File: config.mk
export PLATFORM = sky130hd
export DESIGN_NAME = dmem_sync
export DESIGN_NICKNAME = d
export VERILOG_FILES = /design/src/rtl/dmem_sync.sv
export SDC_FILE = /design/constraint.sdc
export NUM_CORES = 2
export LEC_CHECK = 0
export BUFFER_PORTS_ARGS = -buffer_cell sky130_fd_sc_hd__buf_2
export CORE_ASPECT_RATIO = 1.4
export CORE_UTILIZATION = 40
export DETAILED_ROUTE_END_ITERATION = 6
export SLEW_MARGIN = 20
export SYNTH_ARGS = -nofsm -noshare
export SYNTH_HDL_FRONTEND = slang
export SYNTH_SLANG_ARGS = --single-unit
File: constraint.sdc
create_clock -name clk -period 3 [get_ports clk]
set_input_delay 0.9 -clock clk [delete_from_list [all_inputs] [get_ports clk]]
set_output_delay 0.9 -clock clk [all_outputs]
set_load 0.01 [all_outputs]
File: src/rtl/dmem_sync.sv
//==============================================================================
// Module      : dmem_sync
// Description : Single-port word-addressed data memory with byte-lane writes,
//               one-cycle read latency and a sequenced full-memory clear.
//               Optional macro DMEM_SYNC_BOUNDS_CHECK_EN enables out-of-range
//               access suppression and the err pulse.
// Revision    : 1.0 - initial release
//==============================================================================
`default_nettype none

module dmem_sync #(
    parameter int DATA_W = 32,
    parameter int DEPTH  = 64,
    parameter int ADDR_W = 32
) (
    input  logic              clk,
    input  logic              reset,
    input  logic              req_valid,
    output logic              req_ready,
    input  logic              req_we,
    input  logic [ADDR_W-1:0] req_addr,
    input  logic [DATA_W-1:0] req_wdata,
    input  logic [DATA_W/8-1:0] req_be,
    input  logic              clear,
    output logic              rsp_valid,
    output logic [DATA_W-1:0] rsp_rdata,
    output logic              busy,
    output logic              err
);

    localparam int IDX_W = $clog2(DEPTH);
    localparam int BE_W  = DATA_W / 8;

    localparam logic [0:0] ST_CLEAR = 1'b0;
    localparam logic [0:0] ST_IDLE  = 1'b1;

    localparam logic [IDX_W-1:0] IDX_LAST = IDX_W'(DEPTH - 1);

    logic [0:0]        state_q, state_d;
    logic [IDX_W-1:0]  idx_q, idx_d;
    logic              rsp_valid_q, rsp_valid_d;
    logic [DATA_W-1:0] rdata_q, rdata_d;
    logic [DATA_W-1:0] mem_q [DEPTH];

    logic              accept;
    logic              oob;
    logic [IDX_W-1:0]  word_idx;
    logic              unused_addr_bits;

    //--------------------------------------------------------------------------
    // FSM: state register
    //--------------------------------------------------------------------------
    always_ff @(posedge clk) begin
        if (reset) begin
            state_q <= ST_CLEAR;
            idx_q   <= '0;
        end else begin
            state_q <= state_d;
            idx_q   <= idx_d;
        end
    end

    //--------------------------------------------------------------------------
    // FSM: next-state logic
    //--------------------------------------------------------------------------
    always_comb begin
        state_d = state_q;
        idx_d   = idx_q;
        case (state_q)
            ST_CLEAR: begin
                if (idx_q == IDX_LAST) begin
                    state_d = ST_IDLE;
                    idx_d   = '0;
                end else begin
                    idx_d = idx_q + 1'b1;
                end
            end
            ST_IDLE: begin
                if (clear) begin
                    state_d = ST_CLEAR;
                    idx_d   = '0;
                end
            end
            default: begin
                state_d = ST_CLEAR;
                idx_d   = '0;
            end
        endcase
    end

    //--------------------------------------------------------------------------
    // FSM: outputs (forced to their reset values while reset is held)
    //--------------------------------------------------------------------------
    always_comb begin
        req_ready = 1'b0;
        busy      = 1'b1;
        if (!reset && state_q == ST_IDLE) begin
            req_ready = 1'b1;
            busy      = 1'b0;
        end
    end

    //--------------------------------------------------------------------------
    // Datapath
    //--------------------------------------------------------------------------
    assign accept           = req_valid && req_ready;
    assign word_idx         = req_addr[IDX_W+1:2];
    assign unused_addr_bits = ^{req_addr[1:0], req_addr[ADDR_W-1:IDX_W+2]};

`ifdef DMEM_SYNC_BOUNDS_CHECK_EN
    logic err_q;

    assign oob = |req_addr[ADDR_W-1:IDX_W+2];

    always_ff @(posedge clk) begin
        if (reset) begin
            err_q <= 1'b0;
        end else begin
            err_q <= accept && oob;
        end
    end

    assign err = err_q;
`else
    assign oob = 1'b0;
    assign err = 1'b0;
`endif

    // Memory itself is not reset; the post-reset CLEAR sequence zeroes it.
    always_ff @(posedge clk) begin
        if (!reset) begin
            if (state_q == ST_CLEAR) begin
                mem_q[idx_q] <= '0;
            end else if (accept && req_we && !oob) begin
                for (int b = 0; b < BE_W; b++) begin
                    if (req_be[b]) begin
                        mem_q[word_idx][8*b +: 8] <= req_wdata[8*b +: 8];
                    end
                end
            end
        end
    end

    always_comb begin
        rsp_valid_d = accept && !req_we;
        rdata_d     = rdata_q;
        if (rsp_valid_d) begin
            rdata_d = oob ? '0 : mem_q[word_idx];
        end
    end

    always_ff @(posedge clk) begin
        if (reset) begin
            rsp_valid_q <= 1'b0;
            rdata_q     <= '0;
        end else begin
            rsp_valid_q <= rsp_valid_d;
            rdata_q     <= rdata_d;
        end
    end

    assign rsp_valid = rsp_valid_q;
    assign rsp_rdata = rdata_q;

endmodule

`default_nettype wire

==> impl_results.md <==
- Worst path arrival time: 3410 ps
- Row count: 193
- Number of CTS-inserted buffers: 187
- Routed length per instance: 27.71 um
- Die height: 531.3 um
- Worst slew pin tran: 1156 ps
- Min-Delay Path Class: input pin to flop
- Buffer depth of the longest clock path: 4
- Worst R2R End: mem_q[16][24]$_DFFE_PP_
- DP Worst Slack: -776.7 ps
- Hold Startpoint: clear
- Clock transition at the registers of the reported paths: 70 ps
- DR iter-0 viols: 3979
- Via count: 40723
- Crit Path Class: flop to flop
- Largest net degree at the start of global routing: 65
- Slew HR: 22.29%
- CTS Sinks: 2088
- Worst reg2reg path depth: 12
- Clock group share of total power: 41.0%
- Peak supply drop: 0.4313 mV
- Initial core utilization: 40.37%
- CP most frequent cell: buf_4
- Yosys reg bits: 2088
- Area growth from synthesis to layout: 19.83%
- Clock Skew: 37.82 ps
- Total Power: 0.05709 W
- Syn. warnings: 0
- Part of the power in registers: 55.4%
- Worst Hold Path Cells: 2
- Setup Buffers After CTS: 0
- Clk root buf: clkbuf_16
- Total GRT Usage: 19.99%
- Core box area: 198300 sq um
- # DRC: 0
- Launching point of the worst reg2reg path: state_q$_SDFF_PP0_
- Power density cells: 595.2 nW/um^2
- CP startpoint kind: flop
- Fin crit period: 2907 ps
- Share of cells above drive strength 1: 34.09%
- Synth Net Count: 3897
- Critical path's largest stage delay: 390 ps
- Final setup fails: 0
- Smallest hold slack: 364.5 ps
- GP Congestion: 0.8251
- Congestion Overflow GR: 0
- Post-synth ARST share: 0%
- Crit path from: state_q$_SDFF_PP0_
- Tcrit/Tclk final: 96.89%
- DP HPWL: 133.4 mm
- Routed Antenna Nets: 0
- Hold Vio Cnt, Final: 0
- Distinct cells, synth: 38
- Max Cap Violations: 0
- Slowest stage cell, crit path: dfxtp_2
- Sw Ratio: 20.13%
- Worst R2R Setup Slack: 90 ps
- Clock latency on the worst-skew pair: 820 ps
- Via-per-instance ratio: 5.553
- P_leak: 34.59 nW
- H-tree depth reported by CTS: 4
- Hold Path End: state_q$_SDFF_PP0_
- Post-synth EDFFs: 2048
- First-pass GRT wire length: 293.6 mm
- Internal: 0.04560 W
- Critical Path Fanout Max: 7
- Drt first pass iters: 5
- Die footprint: 201900 sq um
- Worst setup EP type: flop
- Initial antenna violation count: 11
- Vias in the first global route: 41937
- Die X: 380.1 um
- Drt total wl: 203.2 mm
- Combinational power share: 3.6%
- Synth Cell Area: 80040 sq um
- RSZ-0062 raised after global routing: false
- Setup slack after layout: 93.22 ps
- Fmax: 344.0 MHz
- Status: finished clean
- CTS tree: done
- WP data required: 3510 ps
- Final slew viol count: 0
- I/O pin total: 109
- Sequential area share after synthesis: 77.84%
- Critical path, cell by cell: nor2b_1 > inv_1 > nor3_4 > buf_6 > buf_4 > mux2i_2 > nand2_2 > buf_4 > buf_4 > buf_4 > nor2_1 > buf_4
- Layout Nets: 4623
- I/O Buffers: 81
- Synth Instances: 3823
- Mapped Avg Cell Area: 20.94 sq um
- Psw: 0.01149 W
- Top_reg_cell synth: edfxtp_1
- Total negative slack: 0 ps
[how the worst max path moves through the flow]
stage                                          to  slack, ps
after global routing      mem_q[22][25]$_DFFE_PP_         20
after floorplan           mem_q[13][10]$_DFFE_PP_       -210
after CTS                 mem_q[18][22]$_DFFE_PP_        -70
after detailed placement   mem_q[7][18]$_DFFE_PP_       -780
after global placement    mem_q[16][17]$_DFFE_PP_       -790
final                     mem_q[16][24]$_DFFE_PP_         90
[through the flow]
| step | instance area (sq um) | instances | utilization (%) |
|---|---|---|---|
| floorplan | 80080 | 3823 | - |
| global placement | 89850 | 6992 | 45.32 |
| detailed placement | 89850 | 6992 | 45.32 |
| CTS | 95850 | 7329 | 48.35 |
| global route | 95910 | 7331 | 48.38 |
| finish | 95910 | 7333 | 48.38 |
[Yosys cell counts, drive strengths merged, types with 18 or more instances]
cell type     n  area (sq um)
nor2        267          1002
o22ai        30         187.7
and2         34         212.7
or4          32         240.2
buf         100         631.9
nand3        41         205.2
dfxtp        40         800.8
a21oi        87         435.4
mux4        448         10090
mux2i       138          1381
nor3         18         90.09
edfxtp     2048         61500
clkbuf      128         480.5
a22oi       260          1952
nand2        83         311.6
[flip-flops by register name, summed over array words and instances, names as in the netlist]
signal     count
idx_q          6
mem_q       2048
rsp_valid      1
rsp_rdata     32
state_q        1
[placed cells by master (no fill, tap or decap), drive strengths merged, types with 2 or more instances in the layout]
cell      instances
dfxtp            40
o21ai             3
nand2            83
or4              32
mux2              4
clkbuf          222
a311oi            2
edfxtp         2048
nor2b             6
inv              10
mux2i           138
bufinv           16
diode             4
o22ai            30
nor3             18
mux4            448
a21oi            87
clkinvlp          7
nand3            41
nor2            267
clkinv           87
buf             765
a31oi             3
a22oi           260
and2             34
nand2b           10
nand3b            5
nor4              7
a32oi            16
[worst max-delay path, delay by kind of cell (launching register included)]
kind / cells / cell delay (ps)
buffers and inverters: 7 / 1120
AND/OR/NAND/NOR: 4 / 870
flip-flops: 1 / 390
multiplexers: 1 / 240
[per-layer routing]
metal	vias to the layer above	track usage [%]	wire length, um
met1	21607	25.61	78920
li1	17375	-	-
met2	1428	35.56	106300
met5	-	0	0
met3	313	2.260	11920
met4	0	6.317	6076
[cell type report]
class	instances	area, sq um
timing repair buffer	765	7453
multi-input combinational	1502	16950
tap	2632	3293
inverter	5	18.77
fill	16115	102300
clock buffer	222	4916
sequential	2088	62300
antenna	4	10.01
clock inverter	115	968.4
[kinds of logic (layout without fill, tap and decap cells)]
group / Yosys count / in the layout / share of synthesized area [%]
other: 1 / 5 / 0.004685
flip-flops: 2088 / 2088 / 77.84
multiplexers: 590 / 590 / 14.39
AO/OA/AOI/OAI: 402 / 402 / 3.466
AND/OR/NAND/NOR: 508 / 508 / 2.876
adder cells (fa/ha/maj): 1 / 1 / 0.01563
buffers and inverters: 233 / 1107 / 1.413
[power groups by stage]
stage          registers (W)  logic, W  clock network (W)
6_report              0.0316   0.00205             0.0234
5_1_grt               0.0316   0.00215             0.0247
4_1_cts               0.0316   0.00207             0.0238
3_5_place_dp          0.0323   0.00205                  0
3_3_place_gp          0.0323   0.00204                  0
2_1_floorplan         0.0322   0.00114                  0
[what timing repair did]
item                                    4_1_cts  5_1_grt
resized for setup                            48       17
pin swaps                                     1        1
hold buffers                                  0        0
cloned                                        0        0
endpoints found under the setup margin      514      250
No activity file was read; power rests on OpenSTA's default activity.
